`src/rtl/base10_alu_pkg.sv`:
```
// Shared types and constants for the base-10 ALU issue stage.
// Opcodes, FSM states and the command FIFO entry layout.
package base10_alu_pkg;

    typedef enum logic [3:0] {
        OP_ADD = 4'd0,
        OP_SUB = 4'd1,
        OP_MUL = 4'd2,
        OP_DIV = 4'd3,
        OP_AND = 4'd4,
        OP_OR  = 4'd5,
        OP_XOR = 4'd6,
        OP_SHL = 4'd7,
        OP_SHR = 4'd8
    } alu_op_e;

    localparam logic [3:0] OP_LAST = 4'(OP_SHR);

    typedef enum logic [1:0] {
        ST_IDLE  = 2'd0,
        ST_ISSUE = 2'd1,
        ST_RESP  = 2'd2
    } issue_state_e;

    localparam logic [31:0] TIMEOUT_RESULT = 32'hFFFF_FFFF;

    typedef struct packed {
        logic [3:0]  op;
        logic [31:0] a;
        logic [31:0] b;
    } cmd_t;

endpackage

```
`src/rtl/base10_alu_issue_if.sv`:
```
// Command, ALU and response channels of the issue stage.
// master = issue stage, slave = its environment.
interface base10_alu_issue_if;

    logic        cmd_valid;
    logic        cmd_ready;
    logic [3:0]  cmd_op;
    logic [31:0] cmd_a;
    logic [31:0] cmd_b;

    logic        alu_enable;
    logic [3:0]  alu_operation;
    logic [31:0] alu_operand_a;
    logic [31:0] alu_operand_b;
    logic [31:0] alu_result;
    logic        alu_done;

    logic        rsp_valid;
    logic        rsp_ready;
    logic [31:0] rsp_result;
    logic [3:0]  rsp_op;
    logic [3:0]  rsp_cycles;
    logic        rsp_error;

    modport master (
        input  cmd_valid, cmd_op, cmd_a, cmd_b,
        input  alu_result, alu_done,
        input  rsp_ready,
        output cmd_ready,
        output alu_enable, alu_operation,
        output alu_operand_a, alu_operand_b,
        output rsp_valid, rsp_result, rsp_op,
        output rsp_cycles, rsp_error
    );

    modport slave (
        output cmd_valid, cmd_op, cmd_a, cmd_b,
        output alu_result, alu_done,
        output rsp_ready,
        input  cmd_ready,
        input  alu_enable, alu_operation,
        input  alu_operand_a, alu_operand_b,
        input  rsp_valid, rsp_result, rsp_op,
        input  rsp_cycles, rsp_error
    );

endinterface

```
`src/rtl/base10_cmd_fifo.sv`:
```
// Synchronous FIFO holding pending ALU commands.
// Pointers carry an extra wrap bit to tell full from empty.
module base10_cmd_fifo #(
    parameter int WIDTH = 68,
    parameter int DEPTH = 4
) (
    input  logic             clk,
    input  logic             rst_n,
    input  logic             push,
    input  logic [WIDTH-1:0] wdata,
    input  logic             pop,
    output logic [WIDTH-1:0] rdata,
    output logic             full,
    output logic             empty
);

    localparam int AW = $clog2(DEPTH);
    localparam logic [AW:0] PTR_ONE = (AW+1)'(1);

    logic [WIDTH-1:0] mem_q [DEPTH];
    logic [AW:0]      wr_ptr_q, wr_ptr_d;
    logic [AW:0]      rd_ptr_q, rd_ptr_d;
    logic             do_push;
    logic             do_pop;

    assign empty   = (wr_ptr_q == rd_ptr_q);
    assign full    = (wr_ptr_q[AW] != rd_ptr_q[AW]) &&
                     (wr_ptr_q[AW-1:0] == rd_ptr_q[AW-1:0]);
    assign do_push = push && !full;
    assign do_pop  = pop && !empty;
    assign rdata   = mem_q[rd_ptr_q[AW-1:0]];

    // Advance pointers on accepted push/pop.
    always_comb begin
        wr_ptr_d = wr_ptr_q;
        rd_ptr_d = rd_ptr_q;
        if (do_push) wr_ptr_d = wr_ptr_q + PTR_ONE;
        if (do_pop)  rd_ptr_d = rd_ptr_q + PTR_ONE;
    end

    // Pointer registers; reset empties the FIFO.
    always_ff @(posedge clk) begin
        if (!rst_n) begin
            wr_ptr_q <= '0;
            rd_ptr_q <= '0;
        end else begin
            wr_ptr_q <= wr_ptr_d;
            rd_ptr_q <= rd_ptr_d;
        end
    end

    // Storage needs no reset: entries are only read once pushed.
    always_ff @(posedge clk) begin
        if (do_push) mem_q[wr_ptr_q[AW-1:0]] <= wdata;
    end

endmodule

```
`src/rtl/base10_alu_issue.sv`:
```
// Issue stage for the base-10 ALU: queues commands, runs the
// enable/done handshake one at a time and returns tagged responses.
module base10_alu_issue #(
    parameter int FIFO_DEPTH = 4,
    parameter int TIMEOUT    = 15
) (
    input  logic               clk,
    input  logic               reset,
    base10_alu_issue_if.master bus,
    output logic               busy
);

    import base10_alu_pkg::*;

    localparam logic [3:0] TO_VAL  = TIMEOUT[3:0];
    localparam logic [3:0] TO_LAST = TO_VAL - 4'd1;

    issue_state_e state_q, state_d;
    logic [3:0]   cnt_q, cnt_d;
    logic         en_q, en_d;
    logic [3:0]   op_q, op_d;
    logic [31:0]  a_q, a_d;
    logic [31:0]  b_q, b_d;
    logic [31:0]  res_q, res_d;
    logic [3:0]   rop_q, rop_d;
    logic [3:0]   cyc_q, cyc_d;
    logic         err_q, err_d;

    cmd_t         push_cmd;
    cmd_t         head;
    logic         fifo_full;
    logic         fifo_empty;
    logic         pop;
    logic         launch;

    assign push_cmd = '{op: bus.cmd_op, a: bus.cmd_a, b: bus.cmd_b};

    base10_cmd_fifo #(
        .WIDTH ($bits(cmd_t)),
        .DEPTH (FIFO_DEPTH)
    ) u_fifo (
        .clk   (clk),
        .rst_n (reset),
        .push  (bus.cmd_valid),
        .wdata (push_cmd),
        .pop   (pop),
        .rdata (head),
        .full  (fifo_full),
        .empty (fifo_empty)
    );

    assign bus.cmd_ready     = !fifo_full;
    assign bus.alu_enable    = en_q;
    assign bus.alu_operation = op_q;
    assign bus.alu_operand_a = a_q;
    assign bus.alu_operand_b = b_q;
    assign bus.rsp_valid     = (state_q == ST_RESP);
    assign bus.rsp_result    = res_q;
    assign bus.rsp_op        = rop_q;
    assign bus.rsp_cycles    = cyc_q;
    assign bus.rsp_error     = err_q;
    assign busy = !fifo_empty || (state_q != ST_IDLE);

    // Next state, ALU drive and response capture.
    always_comb begin
        state_d = state_q;
        cnt_d   = cnt_q;
        en_d    = en_q;
        op_d    = op_q;
        a_d     = a_q;
        b_d     = b_q;
        res_d   = res_q;
        rop_d   = rop_q;
        cyc_d   = cyc_q;
        err_d   = err_q;
        launch  = 1'b0;

        unique case (state_q)
            ST_IDLE: begin
                if (!fifo_empty) launch = 1'b1;
            end
            ST_ISSUE: begin
                if (bus.alu_done) begin
                    res_d   = bus.alu_result;
                    cyc_d   = cnt_q;
                    err_d   = 1'b0;
                    en_d    = 1'b0;
                    state_d = ST_RESP;
                end else if (cnt_q == TO_LAST) begin
                    res_d   = TIMEOUT_RESULT;
                    cyc_d   = TO_VAL;
                    err_d   = 1'b1;
                    en_d    = 1'b0;
                    cnt_d   = TO_VAL;
                    state_d = ST_RESP;
                end else begin
                    cnt_d = cnt_q + 4'd1;
                end
            end
            ST_RESP: begin
                en_d = 1'b0;
                if (bus.rsp_ready) begin
                    state_d = ST_IDLE;
                    if (!fifo_empty) launch = 1'b1;
                end
            end
            default: begin
                en_d    = 1'b0;
                state_d = ST_IDLE;
            end
        endcase

        // Illegal opcodes skip the ALU and answer directly.
        pop = launch;
        if (launch) begin
            rop_d = head.op;
            if (head.op <= OP_LAST) begin
                op_d    = head.op;
                a_d     = head.a;
                b_d     = head.b;
                en_d    = 1'b1;
                cnt_d   = '0;
                state_d = ST_ISSUE;
            end else begin
                res_d   = '0;
                cyc_d   = '0;
                err_d   = 1'b1;
                en_d    = 1'b0;
                state_d = ST_RESP;
            end
        end
    end

    // State and output registers with synchronous reset.
    always_ff @(posedge clk) begin
        if (!reset) begin
            state_q <= ST_IDLE;
            cnt_q   <= '0;
            en_q    <= 1'b0;
            op_q    <= '0;
            a_q     <= '0;
            b_q     <= '0;
            res_q   <= '0;
            rop_q   <= '0;
            cyc_q   <= '0;
            err_q   <= 1'b0;
        end else begin
            state_q <= state_d;
            cnt_q   <= cnt_d;
            en_q    <= en_d;
            op_q    <= op_d;
            a_q     <= a_d;
            b_q     <= b_d;
            res_q   <= res_d;
            rop_q   <= rop_d;
            cyc_q   <= cyc_d;
            err_q   <= err_d;
        end
    end

endmodule

```
`src/flat_wrapper.sv`:
```
// flat-port wrapper written by rule: the top's interface ports become plain ports
module base10_alu_issue_flat import base10_alu_pkg::*;
#(
    parameter int FIFO_DEPTH = 4,
    parameter int TIMEOUT    = 15
)
  (clk, reset, busy, bus_cmd_valid, bus_cmd_op, bus_cmd_a, bus_cmd_b, bus_alu_result, bus_alu_done, bus_rsp_ready, bus_cmd_ready, bus_alu_enable, bus_alu_operation, bus_alu_operand_a, bus_alu_operand_b, bus_rsp_valid, bus_rsp_result, bus_rsp_op, bus_rsp_cycles, bus_rsp_error);
  base10_alu_issue_if bus_i ();
  input  logic clk;
  input  logic reset;
  output logic busy;
  input wire logic [$bits(bus_i.cmd_valid)-1:0] bus_cmd_valid;
  input wire logic [$bits(bus_i.cmd_op)-1:0] bus_cmd_op;
  input wire logic [$bits(bus_i.cmd_a)-1:0] bus_cmd_a;
  input wire logic [$bits(bus_i.cmd_b)-1:0] bus_cmd_b;
  input wire logic [$bits(bus_i.alu_result)-1:0] bus_alu_result;
  input wire logic [$bits(bus_i.alu_done)-1:0] bus_alu_done;
  input wire logic [$bits(bus_i.rsp_ready)-1:0] bus_rsp_ready;
  output wire logic [$bits(bus_i.cmd_ready)-1:0] bus_cmd_ready;
  output wire logic [$bits(bus_i.alu_enable)-1:0] bus_alu_enable;
  output wire logic [$bits(bus_i.alu_operation)-1:0] bus_alu_operation;
  output wire logic [$bits(bus_i.alu_operand_a)-1:0] bus_alu_operand_a;
  output wire logic [$bits(bus_i.alu_operand_b)-1:0] bus_alu_operand_b;
  output wire logic [$bits(bus_i.rsp_valid)-1:0] bus_rsp_valid;
  output wire logic [$bits(bus_i.rsp_result)-1:0] bus_rsp_result;
  output wire logic [$bits(bus_i.rsp_op)-1:0] bus_rsp_op;
  output wire logic [$bits(bus_i.rsp_cycles)-1:0] bus_rsp_cycles;
  output wire logic [$bits(bus_i.rsp_error)-1:0] bus_rsp_error;
  assign bus_i.cmd_valid = bus_cmd_valid;
  assign bus_i.cmd_op = bus_cmd_op;
  assign bus_i.cmd_a = bus_cmd_a;
  assign bus_i.cmd_b = bus_cmd_b;
  assign bus_i.alu_result = bus_alu_result;
  assign bus_i.alu_done = bus_alu_done;
  assign bus_i.rsp_ready = bus_rsp_ready;
  assign bus_cmd_ready = bus_i.cmd_ready;
  assign bus_alu_enable = bus_i.alu_enable;
  assign bus_alu_operation = bus_i.alu_operation;
  assign bus_alu_operand_a = bus_i.alu_operand_a;
  assign bus_alu_operand_b = bus_i.alu_operand_b;
  assign bus_rsp_valid = bus_i.rsp_valid;
  assign bus_rsp_result = bus_i.rsp_result;
  assign bus_rsp_op = bus_i.rsp_op;
  assign bus_rsp_cycles = bus_i.rsp_cycles;
  assign bus_rsp_error = bus_i.rsp_error;
  base10_alu_issue #(.FIFO_DEPTH(FIFO_DEPTH), .TIMEOUT(TIMEOUT)) u_core (.clk(clk), .reset(reset), .bus(bus_i), .busy(busy));
endmodule
```
`config.mk`:
```
export PLATFORM = sky130hd
export DESIGN_NAME = base10_alu_issue_flat
export DESIGN_NICKNAME = d
export VERILOG_FILES = /design/src/rtl/base10_alu_pkg.sv /design/src/rtl/base10_alu_issue_if.sv /design/src/rtl/base10_cmd_fifo.sv /design/src/rtl/base10_alu_issue.sv /design/src/flat_wrapper.sv
export SDC_FILE = /design/constraint.sdc
export NUM_CORES = 1
export LEC_CHECK = 0
export BUFFER_PORTS_ARGS = -buffer_cell sky130_fd_sc_hd__clkbuf_2
export CORE_MARGIN = 2
export CORE_UTILIZATION = 55
export DETAILED_ROUTE_END_ITERATION = 8
export GPL_TIMING_DRIVEN = 0
export PLACE_DENSITY = 0.85
export SLEW_MARGIN = 5
export SYNTH_ARGS = -nofsm -noshare
export SYNTH_HDL_FRONTEND = slang
export SYNTH_HIERARCHICAL = 1
export SYNTH_SLANG_ARGS = --single-unit
```
`constraint.sdc`:
```
create_clock -name clk -period 7.9 [get_ports clk]
set_input_delay 1.185 -clock clk [delete_from_list [all_inputs] [get_ports clk]]
set_output_delay 1.185 -clock clk [all_outputs]
set_load 0.03 [all_outputs]
```
* Word-level counts from Yosys, hierarchy flattened *
Memories as Yosys holds them, arrays and structs flattened. A register that Yosys moved wholly into a read port is not among the register bits.
Cells that the tools add are included.

operators by class
  equal/unequal tests = 9
  add/subtract/negate cells = 3
  $lt $le $gt $ge = 1
  muxes and demuxes = 38
  reductions and logical operators = 11

operators by type and width
  cell                 number
  $mux 32              5
  $mux 4               10
  $mux 2               7
  $mux 1               13
  $add 3x1->3 const B  2
  $pmux 2 s3           1
  $add 4x1->4 const B  1
  $eq 4x4->1 const B   1
  $le 4x4->1 const B   1
  $ne 4x3->1 const B   1
  $pmux 1 s2           2
  $reduce_and 2->1     2
  $eq 3x3->1           1
  $logic_and 1x1->1    3
  $ne 3x2->1 const B   1
  $reduce_and 3->1     1
  $eq 2x1->1 const B   1
  $eq 2x2->1           1
  $eq 2x2->1 const B   1
  $logic_not 1->1      2
  $logic_not 2->1      1
  $ne 2x2->1 const B   1
  $reduce_bool 2->1    1
  $logic_or 1x1->1     1
  $ne 1x1->1           1

storage, ports and cells
  output and inout port bits = 113
  flip-flop bits (word level) = 122
  memories = 1
  memory bits (writable) = 272

memory list
  name                 depth  bits a word  read ports  clocked after memory_dff  wr ports  RTL line               source
  u_core.u_fifo.mem_q  4      68           1           1                         1         base10_cmd_fifo.sv:20  logic [WIDTH-1:0] mem_q [DEPTH];

* Longest topological paths before layout *
Gate-level depths: netlist of run 1.

  word-level depth = 7
  gate-level depth with buffers = 9
  mapped depth without buffers = 7

* Hierarchy *
Netlist of run 1, hierarchy kept.

by module, submodules not included
  module            seq. area each (um^2)  area each (um^2)  cells each  instances
  base10_cmd_fifo   8328.0                 10362.4           424         1
  base10_alu_issue  2322.2                 4445.5            448         1

* Worst setup path before layout of run 1 *
OpenSTA, ideal clock, no wires.

  kind = input to register
  start point = input bus_cmd_valid
  end point = memory u_core.u_fifo.mem_q[3][0] (enable)
  library setup time = 494 ps
  setup slack = 3299 ps
  stages = 2
  arrival = 4107 ps
  path buffers = 0
  data required time = 7406 ps
  cells stage by stage = nand2_1 > nor2_1

between the ends
  cells in the longest elaborated chain, start to end = 3

ends and longest elaborated chain
  item                          RTL line               source
  start, declared               flat_wrapper.sv:12     input wire logic [$bits(bus_i.cmd_valid)-1:0] bus_cmd_valid;
  $logic_and 1x1->1             base10_cmd_fifo.sv:29  assign do_push = push && !full;
  $mux 1                        base10_cmd_fifo.sv:54  if (do_push) mem_q[wr_ptr_q[AW-1:0]] <= wdata;
  $mux 1 (implied by the code)  base10_cmd_fifo.sv:54
  end, declared                 base10_cmd_fifo.sv:20

No other way between the ends.

* Final worst setup path of run 1 *
  start point = register u_core.u_fifo.wr_ptr_q[0]
  end point = output busy

between the ends
  cells in the longest elaborated chain, start to end = 3

ends and longest elaborated chain
  item                         RTL line                source
  start, declared              base10_cmd_fifo.sv:21   logic [AW:0] wr_ptr_q, wr_ptr_d;
  start signal, assigned       base10_cmd_fifo.sv:47   wr_ptr_q <= wr_ptr_d;
  $eq 3x3->1                   base10_cmd_fifo.sv:26   assign empty = (wr_ptr_q == rd_ptr_q);
  named net u_core.fifo_empty  base10_alu_issue.sv:32  logic fifo_empty;
  $logic_not 1->1              base10_alu_issue.sv:62  assign busy = !fifo_empty || (state_q != ST_IDLE);
  $logic_or 1x1->1             base10_alu_issue.sv:62
  end, declared                flat_wrapper.sv:11      output logic busy;

The timed path passes the listed nets, and every way through them passes these cells.

==> flow_summary.json, run 1 <==
{
  "post_cts_buffers": 0,
  "dp_hpwl_um": 20100,
  "cp-end-kind": "primary output",
  "num_io_pins": 218,
  "reg2reg_slack_ps": 4620,
  "hold_ws_ps": 456,
  "grt_max_degree": 45,
  "async_flop_share": 0,
  "drt_iter0_markers": 553,
  "p_leak_nw": 6.53,
  "antenna_found_initial": 4,
  "die_y_um": 168,
  "p_total_mw": 6.77,
  "skew_ps": 16.4,
  "cts_tree": "built",
  "tightest_slew_ps": 808,
  "syn_avg_cell_area_um2": 17.0,
  "firstDrtPassIters": 5,
  "syn-cell-area_um2": 14800,
  "num_vias": 8588,
  "rows": 60,
  "cts_inserted_buffers": 41,
  "finalCritPeriodShare": 0.448,
  "ctsResizeCount": 0,
  "cts_buffer_depth": 3,
  "cp_cell_sequence": "xor2_1, nor3_1, or3b_2, clkbuf_2",
  "nets": 1249,
  "tns_ps": 0,
  "crit_family": "simple AND/OR/NAND/NOR gates",
  "crit_slowest_cell": "or3b_2",
  "setup_viol_count_final": 0,
  "coreArea_um2": 26700,
  "port_buffers": 217,
  "ir_drop_uv": 243,
  "hp-class": "reg -> reg",
  "setup_slack_ps": 4360,
  "critPathMaxStageDelay_ps": 510,
  "grt_pass1_wl_um": 47200,
  "drc_errors": 0,
  "hold_viol_final": 0,
  "overflow": 0,
  "worstSetupPathType": "reg -> out",
  "clk_pin_slew_worst_paths_ps": 60,
  "post-place-ws_ps": 4570,
  "syn2layout_area_growth_pct": 20.2,
  "final_common_cell": "edfxtp_1",
  "cts_sinks": 396,
  "arrival_ps": 2350,
  "slew_headroom": 0.460,
  "dieArea_um2": 28300,
  "final_cell_count_no_fill": 1513,
  "powerDensity_nw_per_um2": 381,
  "worstSkewPairLatency_ps": 520,
  "final_antenna_net_count": 0,
  "wire_per_inst_um": 20.2,
  "via_per_inst": 5.68,
  "most-common-layout-cells": "272 x edfxtp_1, 217 x clkbuf_2, 137 x nand2_1",
  "cap_violations": 0,
  "rsz0062_at_grt": "no",
  "worst-path-buf-inv": 1,
  "synth_ff_type": "edfxtp_1",
  "htreeDepth": 2,
  "yosys_warnings": 6,
  "seq_area_frac_synth": 0.719,
  "crit_fanout": 7,
  "drive_gt1_frac": 0.358,
  "synth_edf_count": 272,
  "gp_congestion": 0.803,
  "wirelength_um": 30600,
  "outcome": "finished clean",
  "fmax_mhz": 283,
  "first_global_vias": 8875,
  "ys_types": 48,
  "required_ps": 6710,
  "syn_inst": 872,
  "synth.net_count": 984,
  "ctsHoldBuffers": 0,
  "die_x_um": 168,
  "root_buffer": "clkbuf_16",
  "synth-seq-cells": 396,
  "start_kind": "flop",
  "timing.final.crit_period_ps": 3540,
  "place_inst": 1435,
  "grtUsageTotal": 0.217,
  "initial_core_util": 0.554,
  "drv_slew": 0
}
-- flip-flops by register name, indices dropped and copies added, names as in the netlist, named ones only --
signal                    count
u_core/u_fifo/mem_q         272
u_core/bus.alu_operand_a     32
u_core/bus.alu_operand_b     32
u_core/bus.rsp_result        32
u_core/bus.alu_operation      4
u_core/bus.rsp_cycles         4
u_core/bus.rsp_op             4
u_core/cnt_q                  4
u_core/u_fifo/rd_ptr_q        3
u_core/u_fifo/wr_ptr_q        3
u_core/state_q                2
u_core/bus.alu_enable         1
u_core/bus.rsp_error          1
-- metal layers --
layer | GRT usage | wire length (um)
met1 | 0.274 | 12500
met2 | 0.377 | 15300
met3 | 0.0489 | 2070
met4 | 0.0656 | 730
met5 | 0 | 13
-- synthesized netlist by cell type (8+ instances only) --
| master | number | share of area |
|---|---|---|
| dfxtp_1 | 124 | 0.17 |
| nand2_1 | 137 | 0.035 |
| buf_2 | 14 | 0.0047 |
| edfxtp_1 | 272 | 0.55 |
| nor3_1 | 8 | 0.0027 |
| a21oi_1 | 9 | 0.0030 |
| mux2i_1 | 67 | 0.045 |
| o21ai_0 | 11 | 0.0037 |
| clkbuf_1 | 29 | 0.0074 |
| o221a_2 | 36 | 0.027 |
| nand3_1 | 9 | 0.0030 |
| mux4_2 | 68 | 0.10 |
-- stage by stage --
step	cell area [um^2]	util
2_1_floorplan	14800	-
3_3_place_gp	16300	0.611
3_5_place_dp	16500	0.616
4_1_cts	17800	0.666
5_1_grt	17800	0.666
6_report	17800	0.666
-- worst paths after layout --
| kind | start | end | cells after the start |
|---|---|---|---|
| worst max-delay path | u_core/u_fifo/wr_ptr_q[0]$_SDFFE_PN0P_ | busy | 4 |
| worst min-delay path | u_core/bus.alu_operand_b[18]$_SDFFE_PN0P_ | u_core/bus.alu_operand_b[18]$_SDFFE_PN0P_ | 2 |
| worst max register to register | flop | u_core/bus.alu_operand_a[30]$_SDFFE_PN0P_ | 9 |
| worst min register to register | u_core/bus.alu_operand_b[18]$_SDFFE_PN0P_ | u_core/bus.alu_operand_b[18]$_SDFFE_PN0P_ | 2 |
-- worst min-delay path, delay by kind of cell, from the launching register on --
family / cells / cell delay [ps]
mux: 1 / 50
simple gates: 1 / 50
flops: 1 / 300
-- cell type report --
cell class	count	area [um^2]
fill	1823	8930
timing repair buffer	222	1210
buffer	52	265
clock buffer	59	1200
inverter	8	30.0
sequential	396	10700
clock inverter	17	136
tap	341	427
antenna	2	5.00
multi-input combinational	416	3880
-- cells by family after synthesis --
group | after synthesis | share of synthesized area
flops | 396 | 0.719
buf+inv | 60 | 0.0199
mux | 135 | 0.149
fa+ha+maj | 7 | 0.00591
xor+xnor | 7 | 0.00414
simple gates | 185 | 0.0539
compound gates | 82 | 0.0482
-- report_power, final --
group | total (mW) | internal (mW) | switching (mW)
Combinational | 2.05 | 0.756 | 1.29
Sequential | 2.86 | 2.67 | 0.189
Clock | 1.87 | 1.12 | 0.745
Note: power is estimated with default switching activity, not from simulation.
==> run 2: changes to the inputs <==
Settings changed: CORE_UTILIZATION 55 to 51, PLACE_DENSITY 0.85 to 0.83.
Clock period 7.9 ns to 2.84 ns, I/O delays scaled along.
==> flow_summary.json, run 2 (synthesis results as in run 1) <==
{
  "outcome": "finished clean",
  "cp_cell_sequence": "buf_8, mux4_2, o31a_1, nor3_4, buf_12, buf_6, buf_6, mux2i_1",
  "grt_pass1_wl_um": 47200,
  "die_y_um": 174,
  "ir_drop_uv": 614,
  "wire_per_inst_um": 19.7,
  "crit_fanout": 19,
  "first_global_vias": 8690,
  "cap_violations": 0,
  "crit_slowest_cell": "mux4_2",
  "setup_viol_count_final": 0,
  "fmax_mhz": 376,
  "hold_depth": 1,
  "min-delay-start": "bus_cmd_b[23]",
  "coreArea_um2": 28600,
  "finish.utilization": 0.622,
  "worst-path-buf-inv": 4,
  "cts_inserted_buffers": 39,
  "hold_ws_ps": 119,
  "grtUsageTotal": 0.200,
  "rsz0062_at_grt": "no",
  "worstSkewPairLatency_ps": 520,
  "drc_errors": 0,
  "drv_slew": 0,
  "tns_ps": 0,
  "min_to": "u_core/u_fifo/mem_q[3][23]$_DFFE_PP_",
  "final_common_cell": "edfxtp_1",
  "critPathMaxStageDelay_ps": 600,
  "powerDensity_nw_per_um2": 1050,
  "worstSetupPathType": "reg -> reg",
  "tightest_slew_ps": 868,
  "p_sw_frac": 0.331,
  "skew_ps": 13.0,
  "intPower_mw": 12.5,
  "p_leak_nw": 6.49,
  "place_inst": 1478,
  "wirelength_um": 30600,
  "clk_pin_slew_worst_paths_ps": 60,
  "die_x_um": 174,
  "path_common_cell": "buf_6",
  "most-common-layout-cells": "272 x edfxtp_1, 217 x clkbuf_2, 137 x nand2_1",
  "cts_buffer_depth": 3,
  "gp_congestion": 0.797,
  "power.switching_mw": 6.18,
  "final_cell_count_no_fill": 1550,
  "cts_tree": "built",
  "reg2reg_depth": 8,
  "cp-end-kind": "flop",
  "antenna_found_initial": 2,
  "final_antenna_net_count": 0,
  "num_vias": 8450,
  "rows": 62,
  "syn2layout_area_growth_pct": 20.3,
  "comb_power_share": 0.309,
  "htreeDepth": 2,
  "seq_power_share": 0.427,
  "hp-class": "in -> reg",
  "root_buffer": "clkbuf_16",
  "num_io_pins": 218,
  "arrival_ps": 3100,
  "p_clk_frac": 0.264,
  "dieArea_um2": 30400,
  "reg2reg_to": "u_core/bus.alu_operand_a[22]$_SDFFE_PN0P_",
  "port_buffers": 217,
  "grt_max_degree": 40,
  "reg2reg_slack_ps": 180,
  "overflow": 0,
  "initial_core_util": 0.517,
  "dp_hpwl_um": 20200,
  "nets": 1247,
  "via_per_inst": 5.45,
  "drive_gt1_frac": 0.363,
  "firstDrtPassIters": 5,
  "timing.final.crit_period_ps": 2660,
  "finalCritPeriodShare": 0.938,
  "cts_sinks": 396,
  "required_ps": 3280,
  "n_antenna_cell": 0,
  "crit_family": "multiplexers",
  "drt_iter0_markers": 505,
  "largest_register_ffs": 272,
  "slew_headroom": 0.420,
  "ctsHoldBuffers": 0,
  "start_kind": "flop",
  "hold_viol_final": 0
}
==> run 2: repair_timing <==
| item | in CTS | in global routing |
|---|---|---|
| cloned | 0 | 0 |
| gates resized for setup | 7 | 4 |
| pin swaps | 2 | 0 |
| setup buffers | 4 | 0 |
| setup endpoints to repair | 108 | 96 |
==> run 2: how the worst max path moves through the flow <==
stage	slack, ps	cells past startpoint	endpoint
CTS	0.7	9	u_core/bus.alu_operand_a[22]$_SDFFE_PN0P_
global placement	-530	3	u_core/u_fifo/mem_q[3][42]$_DFFE_PP_
floorplan	260	8	u_core/bus.rsp_result[10]$_SDFF_PN0_
finish	180	8	u_core/bus.alu_operand_a[22]$_SDFFE_PN0P_
detailed placement	-580	9	u_core/bus.alu_operand_a[22]$_SDFFE_PN0P_
global route	40	9	u_core/u_fifo/rd_ptr_q[2]$_SDFFE_PN0P_
==> run 2: area by class of cell <==
type,instances,area (um^2)
multi-input cells,416,3900
clock inverters,18,126
repair buffers,226,1240
clock buffers,54,1120
well taps,384,480
flip-flops and latches,396,10700
fillers,2080,10800
plain buffers,48,254
inverters,8,30.0
==> run 2: through the flow <==
step / setup slack (ps) / cell area, um^2 / power (mW)
2_1_floorplan: 263 / 14800 / 12.0
5_1_grt: 36.4 / 17800 / 19.5
6_report: 177 / 17800 / 18.7
4_1_cts: 0.713 / 17800 / 18.8
3_3_place_gp: -528 / 16400 / 13.6
3_5_place_dp: -583 / 16500 / 13.8
==> run 2: power groups by stage <==
stage / Clock [mW] / Combinational, mW / Sequential [mW]
floorplan: 0 / 2.95 / 9.09
global placement: 0 / 5.53 / 8.02
detailed placement: 0 / 5.71 / 8.05
CTS: 5.04 / 5.80 / 7.97
global route: 5.27 / 6.17 / 8.08
finish: 4.93 / 5.76 / 7.97
==> run 2: worst reg2reg max path, cell delays in order (launching register included) <==
cell and delay [ps]:
dfxtp_4 400, buf_8 250, mux4_2 610, o31a_1 350, nor3_4 210, buf_12 150, buf_6 190, buf_6 210
mux2i_1 230
==> run 2: routing by layer <==
metal,track usage,share of wire,up-vias
li1,-,-,3925
met1,0.254,0.40,4169
met2,0.352,0.51,312
met3,0.0481,0.080,40
met4,0.0427,0.015,4
met5,0,0.00085,-
